<file path="src/rtl/led_pkg.sv">
// Shared constants and state type for the LED frame loader.
package led_pkg;

  localparam int DATA_W = 4 * 3;
  localparam int ADD_W  = 4 + 4;

  localparam logic [7:0] HDR_FRAME = 8'hA5;
  localparam logic [7:0] HDR_PIXEL = 8'h5A;

  typedef enum logic [2:0] {
    IDLE,
    FR_HI,
    FR_LO,
    PX_ADDR,
    PX_HI,
    PX_LO
  } ld_state_e;

endpackage

</file>
<file path="src/rtl/led_rx_timeout.sv">
// Inter-byte idle counter; expired flags the last allowed idle cycle.
module led_rx_timeout #(
  parameter int TIMEOUT = 1000
) (
  input  logic clk,
  input  logic clear,
  input  logic enable,
  output logic expired
);

  localparam int CW = (TIMEOUT > 1) ? $clog2(TIMEOUT) : 1;

  logic [CW-1:0] cnt;

  assign expired = enable && (cnt == CW'(TIMEOUT - 1));

  // NOTE: sequential state is written with non-blocking assignments only, so
  // every flop samples the pre-edge values regardless of block ordering.
  always_ff @(posedge clk) begin
    if (clear || expired) cnt <= '0;
    else if (enable)      cnt <= cnt + 1'b1;
  end

endmodule

</file>
<file path="src/rtl/led_frame_loader.sv">
// Byte-stream parser that turns frame / single-pixel packets into VRAM writes.
module led_frame_loader
  import led_pkg::*;
#(
  parameter  int COL_N        = 16,
  parameter  int ROW_N        = 16,
  parameter  int BITS_PER_COL = 4,
  parameter  int COLOURS      = 3,
  parameter  int TIMEOUT      = 1000,
  localparam int DW           = BITS_PER_COL * COLOURS,
  localparam int AW           = $clog2(COL_N) + $clog2(ROW_N)
) (
  input  logic          clk,
  input  logic          rst,
  input  logic [7:0]    rx_data,
  input  logic          rx_valid,
  output logic          rx_ready,
  output logic [DW-1:0] wr_data,
  output logic [AW-1:0] wr_add,
  output logic          wr_en,
  output logic          frame_done,
  output logic          err,
  output logic          busy
);

  localparam logic [AW-1:0] LAST_PIX = AW'(COL_N * ROW_N - 1);

  ld_state_e     state, state_n;
  logic [AW-1:0] pix_q, pix_n;
  logic [AW-1:0] addr_q, addr_n;
  logic [3:0]    c2_q, c2_n;
  logic [DW-1:0] wr_data_n;
  logic [AW-1:0] wr_add_n;
  logic          wr_en_n, frame_done_n, err_n;
  logic          accept, expired;

  assign rx_ready = !rst;
  assign accept   = rx_valid && rx_ready;
  assign busy     = (state != IDLE);

  led_rx_timeout #(.TIMEOUT(TIMEOUT)) u_timeout (
    .clk     (clk),
    .clear   (rst || accept || !busy),
    .enable  (busy),
    .expired (expired)
  );

  // NOTE: every signal driven here gets a default first, so no path can leave
  // one unassigned and infer a latch.
  always_comb begin
    state_n      = state;
    pix_n        = pix_q;
    addr_n       = addr_q;
    c2_n         = c2_q;
    wr_data_n    = wr_data;
    wr_add_n     = wr_add;
    wr_en_n      = 1'b0;
    frame_done_n = 1'b0;
    err_n        = 1'b0;

    if (expired && !accept) begin
      state_n = IDLE;
      err_n   = 1'b1;
    end else if (accept) begin
      unique case (state)
        IDLE: begin
          if (rx_data == HDR_FRAME) begin
            state_n = FR_HI;
            pix_n   = '0;
          end else if (rx_data == HDR_PIXEL) begin
            state_n = PX_ADDR;
          end
        end
        FR_HI, PX_HI: begin
          if (rx_data[7:4] != 4'h0) begin
            state_n = IDLE;
            err_n   = 1'b1;
          end else begin
            c2_n    = rx_data[3:0];
            state_n = (state == FR_HI) ? FR_LO : PX_LO;
          end
        end
        FR_LO: begin
          wr_en_n   = 1'b1;
          wr_data_n = DW'({c2_q, rx_data});
          wr_add_n  = pix_q;
          if (pix_q == LAST_PIX) begin
            frame_done_n = 1'b1;
            state_n      = IDLE;
          end else begin
            pix_n   = pix_q + 1'b1;
            state_n = FR_HI;
          end
        end
        PX_ADDR: begin
          addr_n  = AW'(rx_data);
          state_n = PX_HI;
        end
        PX_LO: begin
          wr_en_n   = 1'b1;
          wr_data_n = DW'({c2_q, rx_data});
          wr_add_n  = addr_q;
          state_n   = IDLE;
        end
        default: state_n = IDLE;
      endcase
    end
  end

  // NOTE: all registers here are plain flops (no RAM), so each one is reset.
  always_ff @(posedge clk) begin
    if (rst) begin
      state      <= IDLE;
      pix_q      <= '0;
      addr_q     <= '0;
      c2_q       <= '0;
      wr_data    <= '0;
      wr_add     <= '0;
      wr_en      <= 1'b0;
      frame_done <= 1'b0;
      err        <= 1'b0;
    end else begin
      state      <= state_n;
      pix_q      <= pix_n;
      addr_q     <= addr_n;
      c2_q       <= c2_n;
      wr_data    <= wr_data_n;
      wr_add     <= wr_add_n;
      wr_en      <= wr_en_n;
      frame_done <= frame_done_n;
      err        <= err_n;
    end
  end

endmodule

</file>
<file path="config.mk">
export PLATFORM = sky130hd
export DESIGN_NAME = led_frame_loader
export DESIGN_NICKNAME = d
export VERILOG_FILES = /design/src/rtl/led_pkg.sv /design/src/rtl/led_rx_timeout.sv /design/src/rtl/led_frame_loader.sv
export SDC_FILE = /design/constraint.sdc
export NUM_CORES = 1
export LEC_CHECK = 0
export ABC_AREA = 1
export ABC_CLOCK_PERIOD_IN_PS = 4200
export CAP_MARGIN = 20
export CORE_ASPECT_RATIO = 1.5
export CORE_UTILIZATION = 35
export CTS_CLUSTER_SIZE = 8
export DETAILED_ROUTE_END_ITERATION = 12
export GPL_TIMING_DRIVEN = 0
export PLACE_DENSITY = 0.54
export SLEW_MARGIN = 20
export SYNTH_ARGS = -nofsm -noshare
export SYNTH_HDL_FRONTEND = slang
export SYNTH_SLANG_ARGS = --single-unit
export TNS_END_PERCENT = 1
</file>
<file path="constraint.sdc">
create_clock -name clk -period 4.2 [get_ports clk]
set_input_delay 0.84 -clock clk [delete_from_list [all_inputs] [get_ports clk]]
set_output_delay 0.84 -clock clk [all_outputs]
set_load 0.005 [all_outputs]
</file>
==> results by group <==
Route
  – ANT nets after route: 0
  – DR vias: 2344
  – Final wirelength: 6130 um
  – DR pass1 iterations: 4
  – Initial drt markers: 101
  – Drc violations: 0
  – Wire length per cell: 12.0 um
  – Routed vias/inst: 4.61

GRT
  – Vias in the first global route: 2241
  – Largest net degree at the start of global routing: 17
  – First-pass GRT wire length: 10300 um
  – Total gr overflow: 0
  – GRT Total Usage: 0.170
  – Initial antenna violation count: 0

Cells and area
  – Commonest non-fill, non-tap cell in the layout: nand2_1
  – Share of cells above drive strength 1: 0.110
  – ANT cells: 0
  – Area delta synth->final: 21.2%
  – Post-route cell area: 0.00319 mm^2
  – Nets: 421
  – Most frequent cells in the layout: nand2_1 (80), dfxtp_1 (56), nor2_1 (53)

Floorplanning
  – Starting Density: 0.364
  – DIE WIDTH: 72.7 um
  – Core box area: 0.00723 mm^2
  – Die Span Y: 108 um
  – Site row count: 38
  – Io pins: 36
  – Die Footprint: 0.00786 mm^2

Worst setup path
  – Critical Path End Type: output port
  – Crit path DAT: 2.22 ns
  – R2R Path Start: pix_q[0]
  – Crit Path Max Fanout: 10
  – Required @ worst endpoint: 3.36 ns
  – Setup crit start: rst
  – Setup crit start kind: input port
  – Type of the worst setup path: input port to output port

Clock tree
  – Inserted Clock Buffers: 5
  – Worst-path clk slew: 0.10 ns
  – Clk_lat worst skew: 0.32 ns
  – Clk root buf: clkbuf_8
  – CTS resizes: 0
  – Postcts setup bufs: 0
  – CTS H-tree lvls: 2
  – TritonCTS clock tree: yes
  – Max clock buf depth: 2
  – Hold Buf Count CTS: 0
  – Clk sinks: 56

Worst hold path
  – Min-Delay Path Class: flop to flop
  – HP Start: u_timeout.cnt[0]

Timing
  – Clk_skew: 0.00630 ns
  – Max frequency: 0.327 GHz
  – Hold Vio Cnt, Final: 0
  – Slew HR: 0.654
  – Fin crit share: 0.729
  – Least-Margin Pin Slew: 0.517 ns
  – Final setup violation count: 0
  – Max-slew violations: 0
  – Setup tns final: 0 ns
  – Min Tclk post-route: 3.06 ns
  – Unrepaired setup endpoints after global routing: no

Pwr
  – Peak VDD IR: 0.000209 V
  – Cell Pwr Density: 278 mW/mm^2
  – Net Sw Frac: 0.236
  – P_leak: 0.00117 uW
  – Comb pwr share: 0.045
  – Clk network pwr share: 0.356
  – Switching power: 209 uW
  – Share of total power in sequential cells: 0.599
  – Internal power: 678 uW

Synthesis
  – Synth unique cells: 34
  – FFs w/ async S/R, synth: 0
  – Post-synth EDFFs: 0
  – Register area share after synthesis: 0.427
  – Net Count, Synth: 380
  – YS warnings: 0
  – Seq cells post-synth: 56
  – Mapped Area: 0.00263 mm^2
  – Gate Count Post-Synth: 367
  – Ys flop type: dfxtp_1
  – Mapped Avg Cell Area: 7.16 um^2

Place
  – Buffers on Ports: 34
  – Detailed Place HPWL: 4710 um
  – Final GP Congestion: 0.876
  – Cell Area, Placed: 0.00309 mm^2

Flow run
  – Max Cap Viol: 0

Outcome
  – Outcome: finished clean
## synthesized netlist by cell type (2+ instances only)
| library cell | n | area share |
|---|---|---|
| nand2_1 | 80 | 0.11 |
| dfxtp_1 | 56 | 0.43 |
| nor2_1 | 53 | 0.076 |
| inv_1 | 37 | 0.053 |
| nand3_1 | 31 | 0.059 |
| o21ai_0 | 26 | 0.050 |
| a21oi_1 | 19 | 0.036 |
| o21ai_2 | 12 | 0.040 |
| o31ai_1 | 8 | 0.023 |
| inv_2 | 5 | 0.0071 |
| nand4_1 | 5 | 0.012 |
| nor2_2 | 4 | 0.0095 |
| buf_6 | 3 | 0.013 |
| clkbuf_1 | 3 | 0.0043 |
| buf_2 | 2 | 0.0038 |
| ha_1 | 2 | 0.0095 |
| nand2_2 | 2 | 0.0048 |
| nand3_2 | 2 | 0.0076 |
| nor3_1 | 2 | 0.0038 |
## cells by family (layout without fill, tap and decap cells)
family,count (synthesis),after routing,share of synthesized area
compound gates,70,70,0.167
xor+xnor,2,2,0.00667
fa+ha+maj,2,2,0.00952
flops,56,56,0.427
simple gates,184,184,0.303
buf+inv,53,95,0.0876
## flip-flops by register name (all words and copies together), names as in the netlist
signal / flops
wr_data: 12
u_timeout.cnt: 10
addr_q: 8
pix_q: 8
wr_add: 8
c2_q: 4
state: 3
err: 1
frame_done: 1
wr_en: 1
## path summary, 6_finish.rpt
| kind | cells past startpoint | slack, ns | endpoint |
|---|---|---|---|
| min | 1 | 0.46 | u_timeout.cnt[0] |
| max | 5 | 1.14 | rx_ready |
| min reg2reg | 1 | 0.46 | u_timeout.cnt[0] |
| max reg2reg | 7 | 2.58 | pix_q[1] |
## layer usage
layer,GRT usage,wire length (um)
met3,0.0336,180
met2,0.311,3090
met4,0.0630,116
met1,0.190,2740
met5,0,0
## layout make-up
| cell class | count | area (um^2) |
|---|---|---|
| flip-flops and latches | 56 | 1120 |
| multi-input cells | 258 | 1280 |
| clock buffers | 6 | 82.6 |
| clock inverters | 2 | 10.0 |
| inverters | 43 | 164 |
| repair buffers | 34 | 340 |
| fillers | 775 | 4040 |
| well taps | 100 | 125 |
| plain buffers | 10 | 66.3 |
## metrics by stage
step / setup WS [ns] / hold WS (ns) / utilization / cells / total power (uW)
2_1_floorplan: 1.93 / 0.418 / - / 367 / 563
6_report: 1.14 / 0.455 / 0.441 / 509 / 887
4_1_cts: 1.10 / 0.460 / 0.441 / 509 / 899
5_1_grt: 1.02 / 0.485 / 0.441 / 509 / 922
3_3_place_gp: 1.09 / 0.436 / 0.428 / 501 / 584
3_5_place_dp: 1.11 / 0.437 / 0.428 / 501 / 584
## power groups by stage
stage | clock network [uW] | registers (uW) | logic, uW
2_1_floorplan | 0 | 544 | 19.4
3_3_place_gp | 0 | 544 | 40.3
3_5_place_dp | 0 | 544 | 40.0
4_1_cts | 328 | 532 | 40.2
5_1_grt | 346 | 532 | 44.4
6_report | 316 | 531 | 39.6
## worst max-delay path: stages
cell and delay, ns:
buf_2 0.16, inv_2 0.07, buf_2 0.22, clkbuf_1 0.35, clkdlybuf4s50_1 0.57
(Power assumes the default switching activity.)
